**src/rtl/ex_mem_pkg.sv**
```systemverilog
// Shared constants and the per-cycle update decode for the EX/MEM pipeline register.
// Carries the OpenMIPS define names so ported code keeps reading the same.
package ex_mem_pkg;

  localparam logic        RstEnable    = 1'b0;
  localparam logic        RstDisable   = 1'b1;
  localparam logic        WriteEnable  = 1'b1;
  localparam logic        WriteDisable = 1'b0;
  localparam logic        Stop         = 1'b1;
  localparam logic        NoStop       = 1'b0;
  localparam logic [31:0] ZeroWord     = 32'h0000_0000;

  localparam int unsigned STALL_EX_BIT  = 3;
  localparam int unsigned STALL_MEM_BIT = 4;

  typedef enum logic [1:0] {
    ACT_CLEAR,
    ACT_BUBBLE,
    ACT_ADVANCE,
    ACT_HOLD
  } ex_mem_act_e;

  // Flush beats stall; an EX stall without a MEM stall leaves a bubble behind.
  function automatic ex_mem_act_e decode_act(input logic flush,
                                             input logic stall_ex,
                                             input logic stall_mem);
    ex_mem_act_e act;
    if (flush)
      act = ACT_CLEAR;
    else if (stall_ex == Stop && stall_mem == NoStop)
      act = ACT_BUBBLE;
    else if (stall_ex == NoStop)
      act = ACT_ADVANCE;
    else
      act = ACT_HOLD;
    return act;
  endfunction

endpackage

```
**src/rtl/ex_mem.sv**
```systemverilog
// EX -> MEM pipeline register with bubble/hold/flush control and the
// multiply-accumulate partial-product feedback register.
module ex_mem
  import ex_mem_pkg::*;
#(
  parameter int unsigned STALL_W = 6,
  parameter int unsigned DW      = 32,
  parameter int unsigned AW      = 5
) (
  input  logic                clk,
  input  logic                rst,
  input  logic [STALL_W-1:0]  stall,
  input  logic                flush,
  input  logic [AW-1:0]       ex_wd,
  input  logic                ex_wreg,
  input  logic [DW-1:0]       ex_wdata,
  input  logic [DW-1:0]       ex_hi,
  input  logic [DW-1:0]       ex_lo,
  input  logic                ex_whilo,
  input  logic [2*DW-1:0]     hilo_i,
  input  logic [1:0]          cnt_i,
  output logic [AW-1:0]       mem_wd,
  output logic                mem_wreg,
  output logic [DW-1:0]       mem_wdata,
  output logic [DW-1:0]       mem_hi,
  output logic [DW-1:0]       mem_lo,
  output logic                mem_whilo,
  output logic [2*DW-1:0]     hilo_o,
  output logic [1:0]          cnt_o
);

  localparam logic [STALL_W-1:0] STALL_EX_MASK  = STALL_W'(1) << STALL_EX_BIT;
  localparam logic [STALL_W-1:0] STALL_MEM_MASK = STALL_W'(1) << STALL_MEM_BIT;

  logic        stall_ex;
  logic        stall_mem;
  ex_mem_act_e act;

  logic [AW-1:0]   wd_q,    wd_d;
  logic            wreg_q,  wreg_d;
  logic [DW-1:0]   wdata_q, wdata_d;
  logic [DW-1:0]   hi_q,    hi_d;
  logic [DW-1:0]   lo_q,    lo_d;
  logic            whilo_q, whilo_d;
  logic [2*DW-1:0] hilo_q,  hilo_d;
  logic [1:0]      cnt_q,   cnt_d;

  assign stall_ex  = |(stall & STALL_EX_MASK);
  assign stall_mem = |(stall & STALL_MEM_MASK);

  always_comb begin
    act = decode_act(flush, stall_ex, stall_mem);
  end

  // The accumulator follows EX whenever EX is held and is cleared once EX moves on.
  always_comb begin
    wd_d    = wd_q;
    wreg_d  = wreg_q;
    wdata_d = wdata_q;
    hi_d    = hi_q;
    lo_d    = lo_q;
    whilo_d = whilo_q;
    hilo_d  = hilo_i;
    cnt_d   = cnt_i;
    unique case (act)
      ACT_CLEAR: begin
        wd_d    = '0;
        wreg_d  = WriteDisable;
        wdata_d = '0;
        hi_d    = '0;
        lo_d    = '0;
        whilo_d = WriteDisable;
        hilo_d  = '0;
        cnt_d   = '0;
      end
      ACT_BUBBLE: begin
        wd_d    = '0;
        wreg_d  = WriteDisable;
        wdata_d = '0;
        hi_d    = '0;
        lo_d    = '0;
        whilo_d = WriteDisable;
      end
      ACT_ADVANCE: begin
        wd_d    = ex_wd;
        wreg_d  = ex_wreg;
        wdata_d = ex_wdata;
        hi_d    = ex_hi;
        lo_d    = ex_lo;
        whilo_d = ex_whilo;
        hilo_d  = '0;
        cnt_d   = '0;
      end
      ACT_HOLD: begin
      end
      default: begin
      end
    endcase
  end

  always_ff @(posedge clk) begin
    if (rst == RstEnable) begin
      wd_q    <= '0;
      wreg_q  <= WriteDisable;
      wdata_q <= '0;
      hi_q    <= '0;
      lo_q    <= '0;
      whilo_q <= WriteDisable;
      hilo_q  <= '0;
      cnt_q   <= '0;
    end else begin
      wd_q    <= wd_d;
      wreg_q  <= wreg_d;
      wdata_q <= wdata_d;
      hi_q    <= hi_d;
      lo_q    <= lo_d;
      whilo_q <= whilo_d;
      hilo_q  <= hilo_d;
      cnt_q   <= cnt_d;
    end
  end

  assign mem_wd    = wd_q;
  assign mem_wreg  = wreg_q;
  assign mem_wdata = wdata_q;
  assign mem_hi    = hi_q;
  assign mem_lo    = lo_q;
  assign mem_whilo = whilo_q;
  assign hilo_o    = hilo_q;
  assign cnt_o     = cnt_q;

endmodule

```
**config.mk**
```make
export PLATFORM = sky130hd
export DESIGN_NAME = ex_mem
export DESIGN_NICKNAME = d
export VERILOG_FILES = /design/src/rtl/ex_mem_pkg.sv /design/src/rtl/ex_mem.sv
export SDC_FILE = /design/constraint.sdc
export NUM_CORES = 1
export LEC_CHECK = 0
export CAP_MARGIN = 20
export CORE_AREA = 3 3 136 138
export DETAILED_ROUTE_END_ITERATION = 10
export DIE_AREA = 0 0 139 141
export PLACE_DENSITY = 0.76
export SLEW_MARGIN = 30
export SYNTH_ARGS = -nofsm -noshare
export SYNTH_HDL_FRONTEND = slang
export SYNTH_SLANG_ARGS = --single-unit
```
**constraint.sdc**
```tcl
create_clock -name clk -period 0.97 [get_ports clk]
set_input_delay 0.1455 -clock clk [delete_from_list [all_inputs] [get_ports clk]]
set_output_delay 0.1455 -clock clk [all_outputs]
set_load 0.01 [all_outputs]
```
==> results of run 1 <==
metal layers:
metal  global-route usage  share of wire
met4               0.0721          0.022
met1                0.220           0.39
met5                    0              0
met3               0.0546          0.059
met2                0.331           0.53
state kept, by name, indices dropped and copies added (netlist names):
name       flops
mem_whilo      1
mem_lo        32
mem_wd         5
cnt_o          2
mem_hi        32
mem_wreg       1
hilo_o        64
mem_wdata     32
logic make-up after synthesis:
kind of cell / after synthesis
buffers and inverters: 52
AOI/OAI and AO/OA: 103
DFF: 169
and+or+nand+nor: 274
through the flow:
step	util	hold WS (ns)	std cells	worst slack [ns]	area (µm²)
2_1_floorplan	-	0.267	598	0.0239	5910
3_3_place_gp	0.562	0.451	1148	-0.374	9720
3_5_place_dp	0.562	0.458	1148	-0.392	9720
4_1_cts	0.600	0.0535	1184	-0.0704	10400
5_1_grt	0.610	0.0695	1196	-0.0842	10500
6_report	0.610	0.0722	1196	-0.0457	10500
cell usage after synthesis, drive strengths merged:
cell,instances
a21oi,103
and2,66
and3b,1
buf,32
clkbuf,20
dfxtp,169
nand2b,104
nand3,103
worst paths after layout:
kind	start	to	slack, ns	cells after the start
worst max-delay path	mem_lo[18]	mem_lo[18]	-0.05	1
worst min-delay path	stall[4]	mem_wdata[25]	0.07	3
worst max register to register	mem_wdata[15]	mem_wdata[15]	0.17	4
worst min register to register	mem_lo[5]	mem_lo[5]	0.47	2
area by class of cell:
cell class                      count  area, µm²
Clock buffer                       18        429
Clock inverter                     14        135
Fill cell                        1465       6750
Multi-Input combinational cell    377       2210
Sequential cell                   169       3550
Tap cell                          225        282
Timing Repair Buffer              393       3940
repair_timing:
| action | in CTS | in global routing |
|---|---|---|
| hold endpoints to repair | 0 | 0 |
| gates resized for setup | 921 | 24 |
| pin swaps | 0 | 0 |
| buffers inserted | 4 | 12 |
| setup endpoints to repair | 169 | 169 |
power by group through the flow:
stage	sequential [mW]	combinational, mW	clock [mW]
final	7.27	2.03	6.46
after global routing	7.29	2.18	6.93
after floorplan	7.47	0.588	0
after CTS	7.26	2.01	6.60
after detailed placement	7.37	2.03	0
after global placement	7.36	2.01	0
==> results_dict.tcl, run 1 <==
set metrics [dict create \
    run_status "finished, violations left" \
    violations "setup timing" \
    grt_pass1_vias 5244 \
    hold_viol 0 \
    yosys_warnings 0 \
    cp_slowest_cell "dfxtp_2" \
    grt_max_degree 38 \
    yosysSeqAreaShare 0.572 \
    yosys_register_bits 169 \
    clockBufferDepth 2 \
    insertion_delay_ns 0.41 \
    wl_per_cell_um 15.9 \
    synth-simple-area-share 0.286 \
    fp.dieArea_um2 19600 \
    crit_chain "buf_6" \
    postRouteAntennaNets 0 \
    fp.dieW_um 139 \
    routed_via_density 4.49 \
    avgSynthCellArea_um2 9.89 \
    syn_area_um2 5910 \
    cts_max_level 4 \
    post-dp-hpwl_um 14300 \
    tns_ns -4.75 \
    antenna_found_initial 0 \
    pwr-share-seq 0.461 \
    fp-row-count 48 \
    relSlewSlack 0.863 \
    synth_compound_area_frac 0.0872 \
    critPathCaptureType "output pin" \
    period_minus_slack_ns 1.02 \
    netlist_instances 598 \
    critPathLaunchType "flip-flop" \
    drc_errors 0 \
    io_buffers 342 \
    grt_usage 0.189 \
    path_max_fanout 2 \
    synth_xor_area_frac 0 \
    drtIter0Drc 200 \
    synth.mux.area_fraction 0 \
    hp-class "primary input to flip-flop" \
    critPathTopFamily "flip-flops" \
    ios 347 \
    initial_core_util 0.342 \
    clk_pin_slew_worst_paths_ns 0.07 \
    numCtsBuffers 17 \
    syn_nets 776 \
    syn_to_final_growth_pct 78.4 \
    worstPathRequired_ns 0.82 \
    pwr-share-comb 0.129 \
    cellLeakagePower_nw 4.34 \
    cts_hold_buf 0 \
    pwr_density_cell_nw_per_um2 1500 \
    rsz0062_at_grt "true" \
    drv_slew 0 \
    die_height_um 141 \
    final_layout_size_suffix_gt1_frac 0.439 \
    synthAdderAreaFrac 0 \
    clock_sinks 169 \
    power_switching_mw 3.91 \
    synth_cell_type_count 15 \
    synth_top_family_by_area "simple AND/OR/NAND/NOR gates" \
    layout_commonest_cell "clkdlybuf4s50_1" \
    diodes 0 \
    drv_cap 0 \
    core_um2 17300 \
    power.clock.fraction 0.410 \
    intPower_mw 11.9 \
    clockRootBuffer "clkbuf_16" \
    cts_tree "yes" \
    criticalPathCategory "flip-flop to output pin" \
    fmax_mhz 985 \
    worst_pin_slew_ns 0.205 \
    vias 5365 \
    setup_viol 169 \
    crit_arrival_ns 0.87 \
    fin_skew_ns 0 \
    sw_frac_of_total 0.248 \
    fin_crit_sh 1.05 \
    synthTopCellsByArea "dfxtp_1 57%, nand2b_1 11%, a21oi_1 8.7%" \
    yosysTopAreaCell "dfxtp_1" \
    grt_pass1_wl_um 29400 \
    synth.top_cell.area_share 0.572 \
    layout_setup_ws_ns -0.0457 \
    cp_slowest_stage_delay_ns 0.35 \
    mostFrequentLayoutCells "171 x clkdlybuf4s50_1, 131 x dfxtp_2, 131 x buf_6" \
    drtPass1Iterations 4 \
    crit_buf_inv 1 \
    layout.nets 1136 \
    routed_wl_um 19000 \
    finalPower_mw 15.8 \
    place.gp.congestion 0.805 \
    ir_drop_uv 1070 \
    grt_overflow 0 \
]
Note: power is estimated with default switching activity, not from simulation.
==> inputs of run 2 (changes only) <==
--- a/config.mk
+++ b/config.mk
@@ -6,9 +6,9 @@
 export NUM_CORES = 1
 export LEC_CHECK = 0
 export CAP_MARGIN = 20
-export CORE_AREA = 3 3 136 138
+export CORE_AREA = 2 2 135 137
 export DETAILED_ROUTE_END_ITERATION = 10
-export DIE_AREA = 0 0 139 141
+export DIE_AREA = 0 0 137 139
 export PLACE_DENSITY = 0.76
 export SLEW_MARGIN = 30
 export SYNTH_ARGS = -nofsm -noshare
==> run 2 against run 1 <==
- the run still ends with setup timing left
- die area shrank 2.8%
- final cell count increased by 0.50%
- largest cell class unchanged
- critical endpoint is now mem_lo[16]
- worst hold slack improved by 0.12 ns
- total power up 2.5%
==> results_dict.tcl, run 2 (same netlist as run 1, synthesis figures left out) <==
set metrics [dict create \
    clock_sinks 169 \
    period_minus_slack_ns 1.01 \
    drc_errors 0 \
    final_layout_size_suffix_gt1_frac 0.449 \
    layout.nets 1138 \
    diodes 0 \
    numCtsBuffers 17 \
    insertion_delay_ns 0.42 \
    clockBufferDepth 2 \
    whs_ns 0.196 \
    critPathLaunchType "flip-flop" \
    grt_max_degree 44 \
    layout_commonest_cell "clkdlybuf4s50_1" \
    io_buffers 342 \
    die_height_um 139 \
    fin_crit_sh 1.05 \
    path_max_fanout 2 \
    fillers 1471 \
    pwr_density_cell_nw_per_um2 1520 \
    cellLeakagePower_nw 4.38 \
    run_status "finished, violations left" \
    antenna_found_initial 0 \
    initial_core_util 0.335 \
    postRouteAntennaNets 0 \
    routed_wl_um 18400 \
    crit_chain "buf_6" \
    fp-row-count 49 \
    relSlewSlack 0.791 \
    wl_per_cell_um 15.3 \
    place.gp.congestion 0.793 \
    rsz0062_at_grt "true" \
    setup_viol 169 \
    fin_skew_ns 0 \
    drv_slew 0 \
    tns_ns -5.06 \
    hold_viol 0 \
    fmax_mhz 985 \
    fp.dieW_um 137 \
    drtIter0Drc 154 \
    reg2reg_slack_ns 0.18 \
    drtPass1Iterations 4 \
    crit_arrival_ns 0.87 \
    cp_slowest_cell "dfxtp_2" \
    core_um2 17700 \
    regArea_um2 3560 \
    cp_slowest_stage_delay_ns 0.35 \
    mostFrequentLayoutCells "171 x clkdlybuf4s50_1, 140 x buf_6, 139 x dfxtp_2" \
    clk_pin_slew_worst_paths_ns 0.07 \
    drv_cap 0 \
    cts_tree "yes" \
    grt_usage 0.185 \
    vias 5387 \
    ios 347 \
    largest_reg_flops 64 \
    ir_drop_uv 1110 \
    fp.dieArea_um2 19000 \
    cts_max_level 4 \
    syn_to_final_growth_pct 79.6 \
    layout_setup_ws_ns -0.0450 \
    violations "setup timing" \
    worstPathRequired_ns 0.82 \
    crit_buf_inv 1 \
    criticalPathCategory "flip-flop to output pin" \
    clockRootBuffer "clkbuf_16" \
    worst_pin_slew_ns 0.313 \
    routed_via_density 4.48 \
    multi_input_area_um2 2210 \
    grt_pass1_wl_um 27400 \
    critPathTopFamily "flip-flops" \
    grt_overflow 0 \
    post-dp-hpwl_um 13100 \
    critPathCaptureType "output pin" \
    grt_pass1_vias 5193 \
    hp-class "primary input to flip-flop" \
]
## run 2: changes by cell type in the layout (fill, tap and decap cells not counted), sizes merged
cell,delta
buf,+2
bufinv,+1
clkbuf,-1
clkinvlp,-4
inv,-1
clkinv,+5
## run 2: area by class of cell
type / count / share of cell area
clock inverters: 15 / 0.0174
well taps: 229 / 0.0270
repair buffers: 395 / 0.372
flip-flops and latches: 169 / 0.335
multi-input cells: 377 / 0.209
clock buffers: 17 / 0.0401
## run 2: worst paths after layout
| path | startpoint | end | cells after the start |
|---|---|---|---|
| setup / recovery | mem_lo[16] | mem_lo[16] | 1 |
| hold / removal | stall[3] | mem_hi[12] | 4 |
| setup reg to reg | mem_lo[18] | mem_lo[18] | 4 |
| hold reg to reg | mem_lo[7] | mem_lo[7] | 2 |
## run 2: power breakdown
part	leakage (nW)	internal [mW]	total (mW)	switching, mW
logic	2.65	1.29	2.01	0.719
registers	1.44	7.16	7.27	0.111
clock network	0.291	3.70	6.89	3.18
## run 2: metal layers
layer  GRT usage  vias up  part of all wire
met4      0.0836        0             0.026
met3      0.0526       33             0.071
met5           0        -                 0
li1            -     2698                 -
met2       0.313      194              0.51
met1       0.216     2462              0.40
## run 2: stage by stage
step                total power [mW]  utilization  instances  worst slack, ns  area (µm²)
floorplan                       8.06            -        598           0.0239        5910
global placement                9.33        0.548       1153           -0.385        9670
detailed placement              9.36        0.548       1153           -0.402        9670
CTS                             16.3        0.586       1186          -0.0690       10300
global route                    16.8        0.601       1202          -0.0823       10600
finish                          16.2        0.601       1202          -0.0450       10600
## run 2: what timing repair did
action / CTS / global route
hold endpoints to repair: 0 / 0
gates resized for setup: 922 / 43
buffers inserted: 1 / 16
endpoints found under the setup margin: 169 / 169
hold buffers: 0 / 0
==> inputs of run 3 (changes only) <==
--- a/config.mk
+++ b/config.mk
@@ -9,6 +9,7 @@
 export CORE_AREA = 2 2 135 137
 export DETAILED_ROUTE_END_ITERATION = 10
 export DIE_AREA = 0 0 137 139
+export HOLD_SLACK_MARGIN = 0.02
 export PLACE_DENSITY = 0.76
 export SLEW_MARGIN = 30
 export SYNTH_ARGS = -nofsm -noshare
==> results of run 3 <==
The final DEF is identical to that of run 2; final timing and power are the same.
